==> src/rtl/prim_dump_tx_if.sv <==
// prim_dump_tx_if
//   Bundles the two buses the primitive dumper talks on:
//     - read port into the primitive RAM (mem_rd_en, mem_addr, mem_data),
//       with data returned one cycle after the read enable;
//     - valid/ready byte stream towards the debug transmitter
//       (tx_data, tx_valid, tx_ready, tx_last).
//   master : the dumper (issues reads, drives the byte stream)
//   slave  : the RAM + transmitter side
interface prim_dump_tx_if #(
    parameter int PRIM_ADDR_WIDTH = 8,
    parameter int PRIM_WIDTH      = 216
);
    logic                       mem_rd_en;
    logic [PRIM_ADDR_WIDTH-1:0] mem_addr;
    logic [PRIM_WIDTH-1:0]      mem_data;
    logic [7:0]                 tx_data;
    logic                       tx_valid;
    logic                       tx_ready;
    logic                       tx_last;

    modport master (
        output mem_rd_en,
        output mem_addr,
        input  mem_data,
        output tx_data,
        output tx_valid,
        output tx_last,
        input  tx_ready
    );

    modport slave (
        input  mem_rd_en,
        input  mem_addr,
        output mem_data,
        input  tx_data,
        input  tx_valid,
        input  tx_last,
        output tx_ready
    );
endinterface

==> src/rtl/prim_dump_tx.sv <==
// prim_dump_tx
//   Streams packed primitive records out of the primitive RAM as bytes,
//   most significant byte first, for host-side checking / scene round-trips.
//   Walks indices 0..num_prims-1, one RAM read per primitive.
// Ports:
//   clk        system clock
//   reset      synchronous, active-high reset
//   start      one-cycle pulse, starts a dump when idle
//   num_prims  primitive count, sampled on an accepted start
//   busy       high from accepted start until done
//   done       one-cycle pulse when the dump completes
//   bus        RAM read port + byte stream (prim_dump_tx_if.master)
module prim_dump_tx #(
    parameter int PRIM_ADDR_WIDTH = 8,
    parameter int FIXED_WIDTH     = 32,
    parameter int COLOR_WIDTH     = 8
) (
    input  logic                     clk,
    input  logic                     reset,
    input  logic                     start,
    input  logic [PRIM_ADDR_WIDTH:0] num_prims,
    output logic                     busy,
    output logic                     done,
    prim_dump_tx_if.master           bus
);
    // Packed record: Min XYZ, Max XYZ, three colour channels; width is a whole number of bytes.
    localparam int PRIM_WIDTH = 6 * FIXED_WIDTH + 3 * COLOR_WIDTH;
    localparam int PRIM_BYTES = PRIM_WIDTH / 8;
    localparam int CNT_W      = (PRIM_BYTES > 1) ? $clog2(PRIM_BYTES) : 1;

    localparam logic [CNT_W-1:0]         LAST_BYTE = CNT_W'(PRIM_BYTES - 1);
    localparam logic [CNT_W-1:0]         ONE_CNT   = CNT_W'(1);
    localparam logic [CNT_W-1:0]         ZERO_CNT  = CNT_W'(0);
    localparam logic [PRIM_ADDR_WIDTH:0] ONE_IDX   = {{PRIM_ADDR_WIDTH{1'b0}}, 1'b1};
    localparam logic [PRIM_ADDR_WIDTH:0] ZERO_IDX  = {(PRIM_ADDR_WIDTH + 1){1'b0}};

    typedef enum logic [2:0] {
        S_IDLE  = 3'd0,
        S_FETCH = 3'd1,
        S_WAIT  = 3'd2,
        S_SEND  = 3'd3,
        S_FIN   = 3'd4
    } state_t;

    state_t                     state_r;
    logic [PRIM_ADDR_WIDTH:0]   count_r;
    logic [PRIM_ADDR_WIDTH:0]   idx_r;
    logic [PRIM_WIDTH-1:0]      shift_r;
    logic [CNT_W-1:0]           byte_cnt_r;
    logic                       busy_r;
    logic                       done_r;
    logic                       mem_rd_en_r;
    logic [PRIM_ADDR_WIDTH-1:0] mem_addr_r;
    logic [7:0]                 tx_data_r;
    logic                       tx_valid_r;
    logic                       tx_last_r;

    logic                       handshake_s;
    logic                       last_prim_s;
    logic                       last_byte_s;
    logic [CNT_W-1:0]           next_cnt_s;
    logic [PRIM_ADDR_WIDTH:0]   idx_inc_s;

    // Index compare is one bit wider than the address so a count of 2**PRIM_ADDR_WIDTH does not wrap.
    assign handshake_s = tx_valid_r && bus.tx_ready;
    assign last_prim_s = (idx_r == (count_r - ONE_IDX));
    assign last_byte_s = (byte_cnt_r == LAST_BYTE);
    assign next_cnt_s  = byte_cnt_r + ONE_CNT;
    assign idx_inc_s   = idx_r + ONE_IDX;

    // Dump sequencer: fetch, wait for RAM data, shift bytes out, repeat per primitive.
    always_ff @(posedge clk) begin
        if (reset) begin
            state_r     <= S_IDLE;
            count_r     <= ZERO_IDX;
            idx_r       <= ZERO_IDX;
            shift_r     <= {PRIM_WIDTH{1'b0}};
            byte_cnt_r  <= ZERO_CNT;
            busy_r      <= 1'b0;
            done_r      <= 1'b0;
            mem_rd_en_r <= 1'b0;
            mem_addr_r  <= {PRIM_ADDR_WIDTH{1'b0}};
            tx_data_r   <= 8'h00;
            tx_valid_r  <= 1'b0;
            tx_last_r   <= 1'b0;
        end else begin
            case (state_r)
                S_IDLE: begin
                    done_r <= 1'b0;
                    if (start) begin
                        if (num_prims == ZERO_IDX) begin
                            // Empty dump: report completion without touching the RAM.
                            done_r  <= 1'b1;
                            state_r <= S_FIN;
                        end else begin
                            count_r     <= num_prims;
                            idx_r       <= ZERO_IDX;
                            busy_r      <= 1'b1;
                            mem_rd_en_r <= 1'b1;
                            mem_addr_r  <= {PRIM_ADDR_WIDTH{1'b0}};
                            state_r     <= S_FETCH;
                        end
                    end else begin
                        state_r <= S_IDLE;
                    end
                end
                S_FETCH: begin
                    // Read was issued on entry; data lands during WAIT.
                    mem_rd_en_r <= 1'b0;
                    state_r     <= S_WAIT;
                end
                S_WAIT: begin
                    tx_data_r  <= bus.mem_data[PRIM_WIDTH-1 -: 8];
                    shift_r    <= {bus.mem_data[PRIM_WIDTH-9:0], 8'h00};
                    byte_cnt_r <= ZERO_CNT;
                    tx_valid_r <= 1'b1;
                    tx_last_r  <= last_prim_s && (LAST_BYTE == ZERO_CNT);
                    state_r    <= S_SEND;
                end
                S_SEND: begin
                    if (handshake_s) begin
                        if (last_byte_s) begin
                            tx_valid_r <= 1'b0;
                            tx_last_r  <= 1'b0;
                            if (last_prim_s) begin
                                done_r  <= 1'b1;
                                busy_r  <= 1'b0;
                                state_r <= S_FIN;
                            end else begin
                                idx_r       <= idx_inc_s;
                                mem_rd_en_r <= 1'b1;
                                mem_addr_r  <= idx_inc_s[PRIM_ADDR_WIDTH-1:0];
                                state_r     <= S_FETCH;
                            end
                        end else begin
                            // shift_r already excludes the byte on the wire.
                            tx_data_r  <= shift_r[PRIM_WIDTH-1 -: 8];
                            shift_r    <= {shift_r[PRIM_WIDTH-9:0], 8'h00};
                            byte_cnt_r <= next_cnt_s;
                            tx_last_r  <= last_prim_s && (next_cnt_s == LAST_BYTE);
                        end
                    end else begin
                        // Stalled: hold data, last and valid.
                        state_r <= S_SEND;
                    end
                end
                S_FIN: begin
                    done_r  <= 1'b0;
                    busy_r  <= 1'b0;
                    state_r <= S_IDLE;
                end
                default: begin
                    state_r     <= S_IDLE;
                    busy_r      <= 1'b0;
                    done_r      <= 1'b0;
                    mem_rd_en_r <= 1'b0;
                    tx_valid_r  <= 1'b0;
                    tx_last_r   <= 1'b0;
                end
            endcase
        end
    end

    assign busy          = busy_r;
    assign done          = done_r;
    assign bus.mem_rd_en = mem_rd_en_r;
    assign bus.mem_addr  = mem_addr_r;
    assign bus.tx_data   = tx_data_r;
    assign bus.tx_valid  = tx_valid_r;
    assign bus.tx_last   = tx_last_r;
endmodule

==> src/flat_wrapper.sv <==
// flat-port wrapper written by rule: the top's interface ports become plain ports
module prim_dump_tx_flat 
#(
    parameter int PRIM_ADDR_WIDTH = 8,
    parameter int FIXED_WIDTH     = 32,
    parameter int COLOR_WIDTH     = 8
)
  (clk, reset, start, num_prims, busy, done, bus_mem_rd_en, bus_mem_addr, bus_mem_data, bus_tx_data, bus_tx_valid, bus_tx_last, bus_tx_ready);
  prim_dump_tx_if #(.PRIM_ADDR_WIDTH(PRIM_ADDR_WIDTH), .PRIM_WIDTH((216))) bus_i ();
  input  logic clk;
  input  logic reset;
  input  logic start;
  input  logic [PRIM_ADDR_WIDTH:0] num_prims;
  output logic busy;
  output logic done;
  output wire logic [$bits(bus_i.mem_rd_en)-1:0] bus_mem_rd_en;
  output wire logic [$bits(bus_i.mem_addr)-1:0] bus_mem_addr;
  input wire logic [$bits(bus_i.mem_data)-1:0] bus_mem_data;
  output wire logic [$bits(bus_i.tx_data)-1:0] bus_tx_data;
  output wire logic [$bits(bus_i.tx_valid)-1:0] bus_tx_valid;
  output wire logic [$bits(bus_i.tx_last)-1:0] bus_tx_last;
  input wire logic [$bits(bus_i.tx_ready)-1:0] bus_tx_ready;
  assign bus_mem_rd_en = bus_i.mem_rd_en;
  assign bus_mem_addr = bus_i.mem_addr;
  assign bus_i.mem_data = bus_mem_data;
  assign bus_tx_data = bus_i.tx_data;
  assign bus_tx_valid = bus_i.tx_valid;
  assign bus_tx_last = bus_i.tx_last;
  assign bus_i.tx_ready = bus_tx_ready;
  prim_dump_tx #(.PRIM_ADDR_WIDTH(PRIM_ADDR_WIDTH), .FIXED_WIDTH(FIXED_WIDTH), .COLOR_WIDTH(COLOR_WIDTH)) u_core (.clk(clk), .reset(reset), .start(start), .num_prims(num_prims), .busy(busy), .done(done), .bus(bus_i));
endmodule
==> config.mk <==
export PLATFORM = sky130hd
export DESIGN_NAME = prim_dump_tx_flat
export DESIGN_NICKNAME = d
export VERILOG_FILES = /design/src/rtl/prim_dump_tx_if.sv /design/src/rtl/prim_dump_tx.sv /design/src/flat_wrapper.sv
export SDC_FILE = /design/constraint.sdc
export NUM_CORES = 1
export LEC_CHECK = 0
export CORE_ASPECT_RATIO = 0.8
export CORE_MARGIN = 3
export CORE_UTILIZATION = 54
export DETAILED_ROUTE_END_ITERATION = 7
export GPL_TIMING_DRIVEN = 0
export PLACE_DENSITY = 0.89
export SETUP_SLACK_MARGIN = 0.5
export SLEW_MARGIN = 15
export SYNTH_ARGS = -nofsm -noshare
export SYNTH_HDL_FRONTEND = slang
export SYNTH_SLANG_ARGS = --single-unit
==> constraint.sdc <==
create_clock -name clk -period 4.9 [get_ports clk]
set_input_delay 0.98 -clock clk [delete_from_list [all_inputs] [get_ports clk]]
set_output_delay 0.98 -clock clk [all_outputs]
set_load 0.03 [all_outputs]
---- Word-level counts from Yosys, hierarchy flattened ----
Cells that the tools add are included.
storage, ports and cells
  bits of input ports ..................... 229
  output and inout port bits .............. 21
  memory bits (read-only) ................. 0
  RAM bits ................................ 0
  memories ................................ 0
  register bits after elaboration ......... 263
  latch bits .............................. 0
operators by class
  $lt $le $gt $ge ......................... 0
  add/subtract/negate cells ............... 3
  multiply operators ...................... 0
  shift-type cells ........................ 0
  multiplexer cells ....................... 49
  divide/modulo/power cells ............... 0
  reduce and logical (&&, ||, !) cells .... 17
  equality and inequality tests ........... 15
  bitwise gates (word level) .............. 4
operators by type and width
  operator                                              count
  two-way mux 216 bit                                   2
  case mux 216 bit (2 select lines)                     1
  two-way mux 8 bit                                     7
  two-way mux 9 bit                                     5
  case mux 8 bit (2 select lines)                       2
  case mux 9 bit (2 select lines)                       1
  AND reduction 6 bit                                   3
  two-way mux 1 bit                                     17
  two-way mux 3 bit                                     5
  case mux 1 bit (3 select lines)                       4
  case mux 3 bit (4 select lines)                       1
  equality test 5 bit (second input constant)           2
  two-way mux 5 bit                                     2
  case mux 5 bit (2 select lines)                       1
  adder 9 x 1 -> 9 bit (second input constant)          1
  equality test 9 bit                                   1
  logical NOT 9 bit                                     1
  AND reduction 3 bit                                   3
  subtractor 9 x 1 -> 9 bit (second input constant)     1
  != test 2 bit (second input constant)                 4
  equality test 3 x 2 -> 1 bit (second input constant)  2
  != test 2 x 1 -> 1 bit (second input constant)        3
  adder 5 x 1 -> 5 bit (second input constant)          1
  inverter 1 bit                                        4
  11 further kinds                                      14

---- Logic depth before layout (Yosys ltp) ----
Gate-level depths: netlist of the first run.
  word-level depth ........................ 6
  mapped depth ............................ 10

---- Worst setup path before layout of the first run ----
OpenSTA, ideal clock, no wires.
  kind .................................... input to register
  start ................................... input port num_prims[5]
  end ..................................... register u_core.count_r[0]
  setup slack ............................. 2169 ps
  path buffers ............................ 2
  cell stages on the path ................. 8
  arrival ................................. 2604 ps
  setup time .............................. 128 ps
  cells stage by stage .................... or4_1 > nor4_4 > nor2_1 > and2_1 > buf_2 > buf_2 > mux2i_1 > nor2_1
on the way
  cells in the longest elaborated chain, start to end .. 3
RTL lines
  element                        line                RTL
  start: declaration             flat_wrapper.sv:13  input logic [PRIM_ADDR_WIDTH:0] num_prims;
  logical NOT 9 bit              prim_dump_tx.sv:91  if (num_prims == ZERO_IDX) begin
  inverter 1 bit (no line)       n/a
  AND reduction 3 bit (no line)  n/a
  end signal: assignment         prim_dump_tx.sv:96  count_r <= num_prims;
  end: declaration               prim_dump_tx.sv:46  logic [PRIM_ADDR_WIDTH:0] count_r;
Every way passes these cells.
A chain may end at the register's enable or synchronous reset.

---- Worst setup path after layout of the first run ----
  start ................................... input port bus_tx_ready
  end ..................................... register u_core.shift_r[145]
on the way
  cells in the longest elaborated chain, start to end .. 3
RTL lines
  element                           line                 RTL
  start: declaration                flat_wrapper.sv:22   input wire logic [$bits(bus_i.tx_ready)-1:0] bus_tx_ready;
  logical AND 1 bit                 prim_dump_tx.sv:65   assign handshake_s = tx_valid_r && bus.tx_ready;
  != test 2 x 1 -> 1 bit (no line)  n/a
  AND reduction 3 bit (no line)     n/a
  end signal: assignment            prim_dump_tx.sv:77   shift_r <= {PRIM_WIDTH{1'b0}};
  end signal: assignment            prim_dump_tx.sv:114  shift_r <= {bus.mem_data[PRIM_WIDTH-9:0], 8'h00};
  end signal: assignment            prim_dump_tx.sv:138  shift_r <= {shift_r[PRIM_WIDTH-9:0], 8'h00};
  end: declaration                  prim_dump_tx.sv:48   logic [PRIM_WIDTH-1:0] shift_r;
Every way passes these cells.

==> results.md, run 1 <==
| Quantity | This run |
|:---|:---|
| Count of synthesis-stage warnings from yosys | 0 |
| Core area | 19400 µm² |
| Number of core rows | 45 |
| Overall die height | 133 µm |
| Largest buffer count on any clock path | 3 |
| H-tree depth | 1 |
| Hold EP | u_core.shift_r[13] |
| Placer Congestion | 0.942 |
| Post-synthesis net count | 1654 |
| Flop-to-flop setup slack | 1830 ps |
| # diodes | 0 |
| Portion of netlist area occupied by mux cells | 1.46% |
| Routed wire length | 33.9 mm |
| Compound-Gate Fraction of Synth Area | 19.0% |
| Critical path type | in2reg |
| Cts bufs inserted | 24 |
| CP Launch Type | input port |
| Power density normalized to cell area | 360 nW/µm² |
| Number of hold violations in the final report | 0 |
| Clock sink total | 247 |
| Global routing usage summed across all routing layers | 29.6% |
| Number of cells traversed by the worst register-to-register path | 10 |
| Post-synthesis share of cell area spent on xor and xnor gates | 1.04% |
| Reg-to-reg startpoint | u_core.byte_cnt_r[0] |
| Class of the tightest hold or removal check | reg2reg |
| Cell chosen for the clock root | sky130_fd_sc_hd__clkbuf_16 |
| Transition time at the pin with the least slew margin | 719 ps |
| Detailed placement HPWL | 25.3 mm |
| Startpoint of the most critical hold path | u_core.shift_r[13] |
| Fraction of layout cells with a size suffix above 1 | 4.67% |
| Mean cell area of the mapped netlist | 7.72 µm² |
| Wire length per cell after detailed routing | 17.2 µm |
| Largest family of logic cells by synthesized area | simple AND/OR/NAND/NOR gates |
| Starting utilization of the core area | 56.4% |
| Minimum clock period after layout | 3330 ps |
| Kind of capture point of the worst setup path | flip-flop |
| Outcome | finished, final reports clean |
| CTS hold repair buffers | 0 |
| Post-synthesis simple-gate area fraction | 27.2% |
| Area added between synthesis and finish | 33.1% |
| Setup repair after global routing missed its margin | no |
| Synth Area in Adders | 0.571% |
| Total leakage power | 5.34 nW |
| Cell area after synthesis | 11000 µm² |
| Sequential fraction of the synthesis area | 45.1% |
| Top achievable clock speed | 300 MHz |
| Standard cell with the maximum stage delay on the critical path | sky130_fd_sc_hd__clkbuf_1 |
| Delay of the slowest cell on the worst path | 540 ps |
| Fill cell total of the finished layout | 1453 |
| Data required time of the critical path | 5270 ps |
| Cts repair resizes | 0 |
| Post-synthesis cell count | 1420 |
| Die span in x | 165 µm |
| Antenna-violating nets left | 0 |
| Critical path startpoint | bus_tx_ready |
| Final cycle utilization of the critical path | 68.1% |
| Count of TritonRoute iterations in the first routing pass | 5 |
| Max cap viols | 0 |
| Flop and latch count out of synthesis | 247 |
| Worst-skew pair later-pin latency | 510 ps |
| Max FO, Critical Path | 10 |
| Worst endpoint data arrival time | 3700 ps |
| IO Count | 250 |
| Buf/Inv on CP | 5 |
| Global-route wire length before repair | 53.7 mm |
| Post-CTS Setup Inserts | 0 |
| Routed vias/inst | 5.86 |
| Family with the most delay on the worst path | buffers and inverters |
| Critical path cell sequence | clkdlybuf4s50_1, nand2_1, o21ai_0, nor2b_1, clkbuf_1, clkbuf_1, clkbuf_1, buf_2, a311oi_1 |
| Via count of the first global-routing pass | 10900 |
| Capture instance of the worst register-to-register path | u_core.shift_r[145] |
| Cell depth of the worst min-delay path | 2 |
| Number of I/O port buffers | 249 |
| Count of different cell masters after synthesis | 42 |
| Slew HR | 52.1% |
| Maximum number of pins on one net before global-route repair | 16 |
| Number of antenna violations at the first check in global routing | 2 |
| Clock transition at the registers of the reported paths | 60 ps |
| TNS Setup | 0 ps |
| Number of nets in the layout | 1929 |
| Number of max-slew violations in the final report | 0 |
| Initial DRC count | 1204 |
| Routed vias | 11500 |
| Number of enable flip-flop cells after synthesis | 0 |
| Cell mode on critical path | sky130_fd_sc_hd__clkbuf_1 |
| Peak supply drop | 0.000242 V |
| DRC violation count after routing | 0 |
| Leading register cell type out of synthesis | sky130_fd_sc_hd__dfxtp_1 |
| Worst setup skew after layout | 9.31 ps |
| Grt ovf | 0 |
| Async set-or-reset flop fraction in the synthesized netlist | 0% |
| TritonCTS clock tree | built |
| Total of endpoints with negative setup slack in the final report | 0 |
| Overall die area | 22000 µm² |
| Hold_ws | 456 ps |
final cells by class:
type,count,area (µm²),share of cell area [%]
tap,258,323,2.21
inverter,9,33.8,0.232
multi-input combinational,1027,5400,37.0
timing repair buffer,249,2490,17.1
sequential,247,4940,33.9
buffer,137,577,3.95
clock buffer,34,699,4.79
clock inverter,10,115,0.789
kinds of logic after synthesis:
group,after synthesis
compound gates,248
xor+xnor,13
fa+ha+maj,5
buf+inv,146
flops,247
mux,16
simple gates,745
worst register-to-register path, cell delays in order, from the launching register on:
cell and delay (ps):
sky130_fd_sc_hd__dfxtp_1 420, sky130_fd_sc_hd__inv_1 70, sky130_fd_sc_hd__ha_1 210, sky130_fd_sc_hd__and3_1 210, sky130_fd_sc_hd__o21ai_0 200, sky130_fd_sc_hd__nor2b_1 170, sky130_fd_sc_hd__clkbuf_1 200, sky130_fd_sc_hd__clkbuf_1 420
sky130_fd_sc_hd__clkbuf_1 540, sky130_fd_sc_hd__buf_2 360, sky130_fd_sc_hd__a311oi_1 130
cells in the final DEF, fill, tap and decap left out, drive strengths merged, types with 2 or more instances in the layout:
cell type,count
nor2b,6
nand3,19
clkinvlp,2
buf,36
clkdlybuf4s50,249
mux2i,16
o21ai,5
nor3b,3
nand2,441
ha,5
nand4,3
o2111ai,2
clkinv,5
nor4,5
nor3,5
a21oi,19
or4,3
clkbuf,135
bufinv,2
dfxtp,247
inv,10
or3,11
and2,4
a31oi,3
nor2,237
and3,3
a211oi,2
a311oi,208
xnor2,13
a22oi,2
layer usage:
metal	global-route usage, %	routed length [µm]	vias to the layer above
li1	-	-	5501
met1	42.5	14500	5371
met2	45.8	15200	596
met3	4.72	3250	70
met4	8.90	971	4
met5	0	23	-
sequential cells by signal (all words and copies together), names as in the netlist:
register              count
u_core.count_r            9
u_core.idx_r              9
u_core.busy               1
u_core.state_r            3
u_core.bus.tx_last        1
u_core.byte_cnt_r         5
u_core.done               1
u_core.shift_r          208
u_core.bus.mem_rd_en      1
u_core.bus.tx_data        8
u_core.bus.tx_valid       1
cell usage after synthesis, types with 2 or more instances:
cell type,count,share of area (%)
sky130_fd_sc_hd__inv_1,9,0.31
sky130_fd_sc_hd__or4_1,3,0.21
sky130_fd_sc_hd__a22oi_1,2,0.14
sky130_fd_sc_hd__nor4_4,2,0.39
sky130_fd_sc_hd__buf_4,8,0.55
sky130_fd_sc_hd__or3_1,11,0.63
sky130_fd_sc_hd__and3_1,3,0.17
sky130_fd_sc_hd__ha_1,5,0.57
sky130_fd_sc_hd__a21oi_1,19,0.87
sky130_fd_sc_hd__nor3_1,5,0.23
sky130_fd_sc_hd__nor2_1,237,8.1
sky130_fd_sc_hd__nor3b_1,3,0.21
sky130_fd_sc_hd__nor4_1,3,0.17
sky130_fd_sc_hd__clkbuf_1,101,3.5
sky130_fd_sc_hd__xnor2_1,13,1.0
sky130_fd_sc_hd__and2_1,4,0.23
sky130_fd_sc_hd__dfxtp_1,247,45
sky130_fd_sc_hd__nand2_1,441,15
sky130_fd_sc_hd__o21ai_0,5,0.23
sky130_fd_sc_hd__a31oi_1,3,0.17
sky130_fd_sc_hd__buf_1,2,0.069
sky130_fd_sc_hd__nand4_1,3,0.17
sky130_fd_sc_hd__o2111ai_1,2,0.16
sky130_fd_sc_hd__nor2b_1,6,0.34
sky130_fd_sc_hd__a311oi_1,208,17
sky130_fd_sc_hd__buf_2,26,1.2
sky130_fd_sc_hd__nand3_1,19,0.87
sky130_fd_sc_hd__mux2i_1,16,1.5
metrics by stage:
stage	std cells	power [mW]	util, %	setup slack, ps	cell area (µm²)
after CTS	1971	5.23	75.1	1630	14600
after global routing	1971	5.45	75.1	1450	14600
after detailed placement	1927	3.36	70.9	1100	13800
final	1971	5.25	75.1	1570	14600
after global placement	1927	3.33	70.9	1210	13800
after floorplan	1420	2.95	-	2170	11000
report_power, final:
part | total [mW] | leakage (nW) | internal (mW) | switching (mW)
logic | 0.996 | 2.92 | 0.450 | 0.546
registers | 2.36 | 2.02 | 2.22 | 0.130
clock network | 1.90 | 0.397 | 1.11 | 0.789
total | 5.25 | 5.34 | 3.78 | 1.47
how the worst max path moves through the flow:
stage,to,slack (ps),depth (start not counted)
after floorplan,u_core.count_r[0],2170,8
after global placement,u_core.shift_r[87],1210,9
after detailed placement,u_core.shift_r[145],1100,9
after CTS,u_core.shift_r[145],1630,9
after global routing,u_core.shift_r[145],1450,9
final,u_core.shift_r[145],1570,9
(Power assumes the default switching activity.)
==> inputs of run 2 (changes only) <==
--- a/config.mk
+++ b/config.mk
@@ -7,10 +7,10 @@
 export LEC_CHECK = 0
 export CORE_ASPECT_RATIO = 0.8
 export CORE_MARGIN = 3
-export CORE_UTILIZATION = 54
+export CORE_UTILIZATION = 46
 export DETAILED_ROUTE_END_ITERATION = 7
 export GPL_TIMING_DRIVEN = 0
-export PLACE_DENSITY = 0.89
+export PLACE_DENSITY = 0.81
 export SETUP_SLACK_MARGIN = 0.5
 export SLEW_MARGIN = 15
 export SYNTH_ARGS = -nofsm -noshare
==> constraint.sdc (replaced) <==
create_clock -name clk -period 3.05 [get_ports clk]
set_input_delay 0.61 -clock clk [delete_from_list [all_inputs] [get_ports clk]]
set_output_delay 0.61 -clock clk [all_outputs]
set_load 0.03 [all_outputs]
==> run 2 against run 1 <==
Clock skew shrank 1.0 ps; sequential power grew 61%; largest power group unchanged; cell area grew 1.1%; highest routed layer unchanged.
==> results.md, run 2 (synthesized netlist as in run 1, its figures left out) <==
| Quantity | This run | Change |
|:---|:---|:---|
| Outcome | finished, final reports clean |  |
| Class of the tightest hold or removal check | reg2reg |  |
| Critical path type | reg2reg |  |
| TritonCTS clock tree | built |  |
| CTS hold repair buffers | 0 | unchanged |
| Minimum clock period after layout | 2460 ps |  |
| Peak supply drop | 0.000395 V | +63% |
| Antenna-violating nets left | 0 | unchanged |
| Detailed placement HPWL | 26.0 mm | +2.8% |
| Count of TritonRoute iterations in the first routing pass | 6 | +1 |
| Final cycle utilization of the critical path | 80.7% |  |
| Final cell area excluding filler cells | 14800 µm² | +1.1% |
| Total leakage power | 5.47 nW | +2.4% |
| Max FO, Critical Path | 5 | -5 |
| Slew HR | 57.0% | +5.0 points |
| Max cap viols | 0 | unchanged |
| Overall die area | 25700 µm² | +17% |
| Highest routed metal layer | met5 |  |
| H-tree depth | 1 | unchanged |
| Global routing usage summed across all routing layers | 25.6% | -4.0 points |
| CP Launch Type | flip-flop |  |
| Area added between synthesis and finish | 34.6% |  |
| Cell chosen for the clock root | sky130_fd_sc_hd__clkbuf_16 |  |
| Overall die height | 144 µm | +8.0% |
| Via count of the first global-routing pass | 10800 | -0.47% |
| Clock sink total | 247 | unchanged |
| Amount of wire on met3 after detailed routing | 2.78 mm | -14% |
| Worst endpoint data arrival time | 2890 ps | -810 ps |
| Core area | 22900 µm² | +18% |
| Core utilization of the finished layout | 64.3% | -11 points |
| Starting utilization of the core area | 47.8% | -8.6 points |
| Kind of capture point of the worst setup path | flip-flop |  |
| Power density normalized to cell area | 570 nW/µm² | +59% |
| Data required time of the critical path | 3480 ps | -1790 ps |
| Delay of the slowest cell on the worst path | 520 ps | -20 ps |
| Routed wire length | 34.5 mm | +1.6% |
| Most used cells in the layout excluding fill and tap cells | sky130_fd_sc_hd__nand2_1, sky130_fd_sc_hd__clkdlybuf4s50_1, sky130_fd_sc_hd__dfxtp_1 |  |
| Routed vias | 11400 | -0.99% |
| Number of core rows | 49 | +8.9% |
| Placer Congestion | 0.941 | about the same |
| Detailed-routing wirelength on met1 | 15.7 mm | +8.5% |
| Number of flip-flops in the largest register | 208 | unchanged |
| Critical path cell sequence | inv_1, ha_1, nor2b_2, or3_1, a31oi_1, and4_4, nand2_1, or4_1, a21oi_1 |  |
| Transition time at the pin with the least slew margin | 644 ps | -74.5 ps |
| Number of antenna violations at the first check in global routing | 2 | unchanged |
| Fraction of layout cells with a size suffix above 1 | 7.13% | +2.5 points |
| Wire length per cell after detailed routing | 17.0 µm | -0.96% |
| Placement-stage cell area | 13800 µm² | +0.44% |
| Routed vias/inst | 5.65 | -3.4% |
| Initial DRC count | 926 | -23% |
| Maximum number of pins on one net before global-route repair | 15 | -1 |
| Number of I/O port buffers | 249 | unchanged |
| Number of max-slew violations in the final report | 0 | unchanged |
| Worst-skew pair later-pin latency | 500 ps | about the same |
| Largest buffer count on any clock path | 3 | unchanged |
| Number of hold violations in the final report | 0 | unchanged |
| Registers with the most flip-flops | u_core.shift_r x208, u_core.count_r x9, u_core.idx_r x9 |  |
| Global-route wire length before repair | 54.0 mm | +0.46% |
| IO Count | 250 | unchanged |
| Most flop-heavy register | u_core.shift_r |  |
| Setup repair after global routing missed its margin | yes |  |
| Grt ovf | 0 | unchanged |
| Total of endpoints with negative setup slack in the final report | 0 | unchanged |
| DRC violation count after routing | 0 | unchanged |
| Routed length on met2 | 15.0 mm | -1.0% |
| Number of nets in the layout | 1931 | +0.10% |
| Commonest non-fill, non-tap cell in the layout | sky130_fd_sc_hd__nand2_1 |  |
| Worst setup skew after layout | 8.29 ps | -1.03 ps |
| Clock transition at the registers of the reported paths | 60 ps | about the same |
| Standard cell with the maximum stage delay on the critical path | sky130_fd_sc_hd__or4_1 |  |
| Cts bufs inserted | 24 | unchanged |
| Die span in x | 179 µm | +8.0% |
| Top achievable clock speed | 406 MHz |  |
-- run 2: cell count changes in the layout (fill, tap and decap cells not counted), sizes merged --
cell	previous run	this run
buf	36	33
bufinv	2	1
clkbuf	135	142
clkinv	5	3
clkinvlp	2	1
diode	0	3
inv	10	9
-- run 2: what timing repair did --
item | in CTS | in global routing
endpoints found under the setup margin | 215 | 229
pin swaps | 0 | 1
resized for setup | 18 | 70
setup buffers | 0 | 2
-- run 2: layer usage --
layer	GRT usage, %	vias up
li1	-	5505
met1	37.5	5339
met2	39.0	503
met3	4.07	77
met4	7.34	4
met5	0	-
-- run 2: layout make-up --
type,count,area [µm²]
timing repair buffer,251,2510
fill,1949,8180
clock buffer,36,747
antenna,3,7.51
sequential,247,4950
clock inverter,5,52.6
multi-input combinational,1027,5410
tap,306,383
buffer,137,661
inverter,9,33.8
-- run 2: worst paths after layout --
| kind | from | to | slack (ps) | cells past startpoint |
|---|---|---|---|---|
| setup / recovery | u_core.count_r[0] | u_core.bus.tx_last | 590 | 9 |
| hold / removal | u_core.shift_r[11] | u_core.shift_r[11] | 450 | 2 |
| setup reg to reg | u_core.count_r[0] | u_core.bus.tx_last | 590 | 9 |
| hold reg to reg | u_core.shift_r[11] | u_core.shift_r[11] | 450 | 2 |
-- run 2: stage by stage --
stage | std cells | worst slack, ps | total power, mW | hold WS [ps] | TNS [ps]
4_1_cts | 2016 | 505 | 8.39 | 452 | 0
6_report | 2021 | 590 | 8.41 | 454 | 0
2_1_floorplan | 1420 | 689 | 4.75 | 432 | 0
3_5_place_dp | 1975 | -439 | 5.41 | 445 | -41990
3_3_place_gp | 1975 | -344 | 5.36 | 440 | -33250
5_1_grt | 2018 | 442 | 8.75 | 485 | 0
-- run 2: critical path, delay by kind of cell (launching register included) --
kind            cells  cell delay (ps)
buf+inv             1               60
fa+ha+maj           1              210
compound gates      2              310
simple gates        5             1430
flops               1              380
-- run 2: where the power goes --
group          internal (mW)  switching [mW]  leakage (nW)
registers               3.57           0.211          2.02
clock network           1.77            1.24         0.395
logic                  0.747           0.870          3.05
==> inputs of run 3 (changes only) <==
--- a/config.mk
+++ b/config.mk
@@ -7,10 +7,10 @@
 export LEC_CHECK = 0
 export CORE_ASPECT_RATIO = 0.8
 export CORE_MARGIN = 3
-export CORE_UTILIZATION = 46
+export CORE_UTILIZATION = 51
 export DETAILED_ROUTE_END_ITERATION = 7
 export GPL_TIMING_DRIVEN = 0
-export PLACE_DENSITY = 0.81
+export PLACE_DENSITY = 0.85
 export SETUP_SLACK_MARGIN = 0.5
 export SLEW_MARGIN = 15
 export SYNTH_ARGS = -nofsm -noshare
==> constraint.sdc (replaced) <==
create_clock -name clk -period 2.3 [get_ports clk]
set_input_delay 0.46 -clock clk [delete_from_list [all_inputs] [get_ports clk]]
set_output_delay 0.46 -clock clk [all_outputs]
set_load 0.03 [all_outputs]
==> run 3 against run 2 <==
Hold slack worse by 270 ps; clock skew rose by 13 ps; maximum frequency is 10% higher; combinational power grew 140%; first-iteration DRC count increased by 94%; worst setup slack worse by 530 ps; critical path type unchanged; critical endpoint is now u_core.shift_r[206]; largest cell class unchanged.
==> results.md, run 3 (synthesized netlist as in run 1, its figures left out) <==
| Quantity | This run | Change |
|:---|:---|:---|
| Registers with the most flip-flops | u_core.shift_r x208, u_core.count_r x9, u_core.idx_r x9 |  |
| Power density normalized to cell area | 722 nW/µm² | +27% |
| Worst-skew pair later-pin latency | 540 ps | +40 ps |
| Outcome | finished, final reports clean |  |
| Clock transition at the registers of the reported paths | 60 ps | about the same |
| Maximum number of pins on one net before global-route repair | 14 | -1 |
| Largest buffer count on any clock path | 3 | unchanged |
| Detailed placement HPWL | 24.8 mm | -4.6% |
| Crit path to | u_core.shift_r[206] |  |
| Number of flip-flops in the largest register | 208 | unchanged |
| Capture instance of the worst register-to-register path | u_core.shift_r[206] |  |
| Global routing usage summed across all routing layers | 27.7% | +2.1 points |
| Worst endpoint data arrival time | 2650 ps | -240 ps |
| Starting utilization of the core area | 52.5% | +4.7 points |
| Cell chosen for the clock root | sky130_fd_sc_hd__clkbuf_16 |  |
| Overall die area | 23300 µm² | -9.4% |
| Core area | 20900 µm² | -9.0% |
| Total of endpoints with negative setup slack in the final report | 0 | unchanged |
| Final cycle utilization of the critical path | 97.2% | +17 points |
| Reg-to-reg startpoint | u_core.byte_cnt_r[0] |  |
| Number of antenna violations at the first check in global routing | 1 | -1 |
| Transition time at the pin with the least slew margin | 851 ps | +207 ps |
| Max cap viols | 0 | unchanged |
| Total leakage power | 6.93 nW | +27% |
| Minimum clock period after layout | 2240 ps | -225 ps |
| Number of cells traversed by the worst register-to-register path | 10 | +1 |
| Most used cells in the layout excluding fill and tap cells | sky130_fd_sc_hd__nand2_1, sky130_fd_sc_hd__dfxtp_1, sky130_fd_sc_hd__clkdlybuf4s50_1 |  |
| Routed vias/inst | 6.49 | +15% |
| Routed length on met2 | 22.6 mm | +51% |
| DRC violation count after routing | 0 | unchanged |
| Initial DRC count | 1792 | +94% |
| Wire length per cell after detailed routing | 23.8 µm | +40% |
| Fraction of layout cells with a size suffix above 1 | 28.8% | +22 points |
| Final setup margin | 64.5 ps | -525 ps |
| Number of nets in the layout | 2002 | +3.7% |
| Via count of the first global-routing pass | 10800 | -0.056% |
| Top achievable clock speed | 447 MHz | +10% |
| Number of I/O port buffers | 249 | unchanged |
| Slew HR | 43.3% | -14 points |
| Routed vias | 13300 | +17% |
| Peak supply drop | 0.000521 V | +32% |
| Detailed-routing wirelength on met1 | 18.2 mm | +16% |
| Kind of capture point of the worst setup path | flip-flop |  |
| Number of core rows | 47 | -4.1% |
| Critical path type | reg2reg |  |
| Count of TritonRoute iterations in the first routing pass | 6 | unchanged |
| Routed wire length | 48.9 mm | +42% |
| Class of the tightest hold or removal check | in2reg |  |
| Highest routed metal layer | met5 |  |
| Max FO, Critical Path | 6 | +1 |
| Most flop-heavy register | u_core.shift_r |  |
| Data required time of the critical path | 2710 ps | -770 ps |
| CP Launch Type | flip-flop |  |
| Clock sink total | 247 | unchanged |
| Flop-to-flop setup slack | 60 ps | -530 ps |
| Cts bufs inserted | 25 | +4.2% |
| Area added between synthesis and finish | 67.8% |  |
| Commonest non-fill, non-tap cell in the layout | sky130_fd_sc_hd__nand2_1 |  |
| Grt ovf | 0 | unchanged |
| Core utilization of the finished layout | 88.1% | +24 points |
| Worst setup skew after layout | 21.5 ps | +13.2 ps |
| Die span in x | 170 µm | -4.9% |
| Setup repair after global routing missed its margin | yes |  |
| CTS hold repair buffers | 0 | unchanged |
| Placement-stage cell area | 14000 µm² | +1.2% |
| IO Count | 250 | unchanged |
| Antenna-violating nets left | 0 | unchanged |
| Final cell area excluding filler cells | 18400 µm² | +25% |
| Overall power after layout | 13.3 mW | +58% |
| Global-route wire length before repair | 53.4 mm | -1.1% |
| Setup slack after placement | -540 ps | -101 ps |
| TritonCTS clock tree | built |  |
| H-tree depth | 1 | unchanged |
| Placer Congestion | 0.881 | -6.4% |
| Overall die height | 137 µm | -4.8% |
| Amount of wire on met3 after detailed routing | 5.08 mm | +82% |
| Number of hold violations in the final report | 0 | unchanged |
| Number of max-slew violations in the final report | 0 | unchanged |
| Critical path startpoint | u_core.byte_cnt_r[0] |  |
==> run 3: changes by cell type in the layout (fill, tap and decap cells not counted), sizes merged <==
cell	delta
buf	+67
bufinv	+2
clkbuf	+5
clkdlybuf4s50	-18
clkinv	+2
clkinvlp	-1
diode	-2
dlygate4sd2	+5
dlymetal6s2s	+8
inv	+1
==> run 3: per-layer routing <==
layer,track usage (%),up-vias
met4,6.54,2
met2,44.8,1098
met5,0,-
met3,4.04,284
li1,-,5673
met1,39.3,6273
==> run 3: final cells by class <==
class | count | area (µm²)
antenna | 1 | 2.50
buffer | 137 | 1250
clock buffer | 33 | 696
clock inverter | 9 | 124
fill | 883 | 2490
inverter | 9 | 38.8
multi-input combinational | 1027 | 7080
sequential | 247 | 4960
tap | 269 | 337
timing repair buffer | 321 | 3900
==> run 3: power by group <==
| part | total [mW] | switching (mW) | internal, mW |
|---|---|---|---|
| Combinational | 3.85 | 1.89 | 1.96 |
| Sequential | 5.15 | 0.413 | 4.74 |
| Clock | 4.26 | 1.81 | 2.45 |
| Total | 13.3 | 4.11 | 9.16 |
==> run 3: timing repair <==
action	in CTS	in global routing
gates cloned	0	46
gates resized for setup	89	528
hold endpoints to repair	0	0
pin swaps	12	157
setup buffers	7	19
setup endpoints to repair	264	266
==> run 3: how the worst min path moves through the flow <==
| stage | startpoint | end | slack (ps) | depth (start not counted) |
|---|---|---|---|---|
| 2_1_floorplan | u_core.shift_r[10] | u_core.shift_r[10] | 430 | 2 |
| 3_3_place_gp | u_core.shift_r[11] | u_core.shift_r[11] | 440 | 2 |
| 6_report | num_prims[0] | u_core.count_r[0] | 180 | 3 |
| 5_1_grt | num_prims[6] | u_core.count_r[6] | 190 | 3 |
| 3_5_place_dp | u_core.shift_r[10] | u_core.shift_r[10] | 440 | 2 |
| 4_1_cts | u_core.shift_r[10] | u_core.shift_r[10] | 450 | 2 |
==> run 3: per-stage QoR <==
stage / TNS, ps / hold slack [ps] / std cells
6_report: 0 / 182 / 2053
5_1_grt: -129 / 190 / 2052
4_1_cts: 0 / 453 / 1987
3_5_place_dp: -48710 / 444 / 1938
3_3_place_gp: -38670 / 441 / 1938
2_1_floorplan: 0 / 432 / 1420
==> run 3: worst max-delay path, stage by stage (launching register included) <==
cell and delay, ps:
sky130_fd_sc_hd__dfxtp_4 390, sky130_fd_sc_hd__inv_4 40, sky130_fd_sc_hd__ha_4 150, sky130_fd_sc_hd__and3_4 180
sky130_fd_sc_hd__o21ai_2 170, sky130_fd_sc_hd__nor2b_4 250, sky130_fd_sc_hd__clkbuf_16 200, sky130_fd_sc_hd__clkbuf_16 180
sky130_fd_sc_hd__clkbuf_16 160, sky130_fd_sc_hd__nor2_1 60, sky130_fd_sc_hd__a311oi_1 350
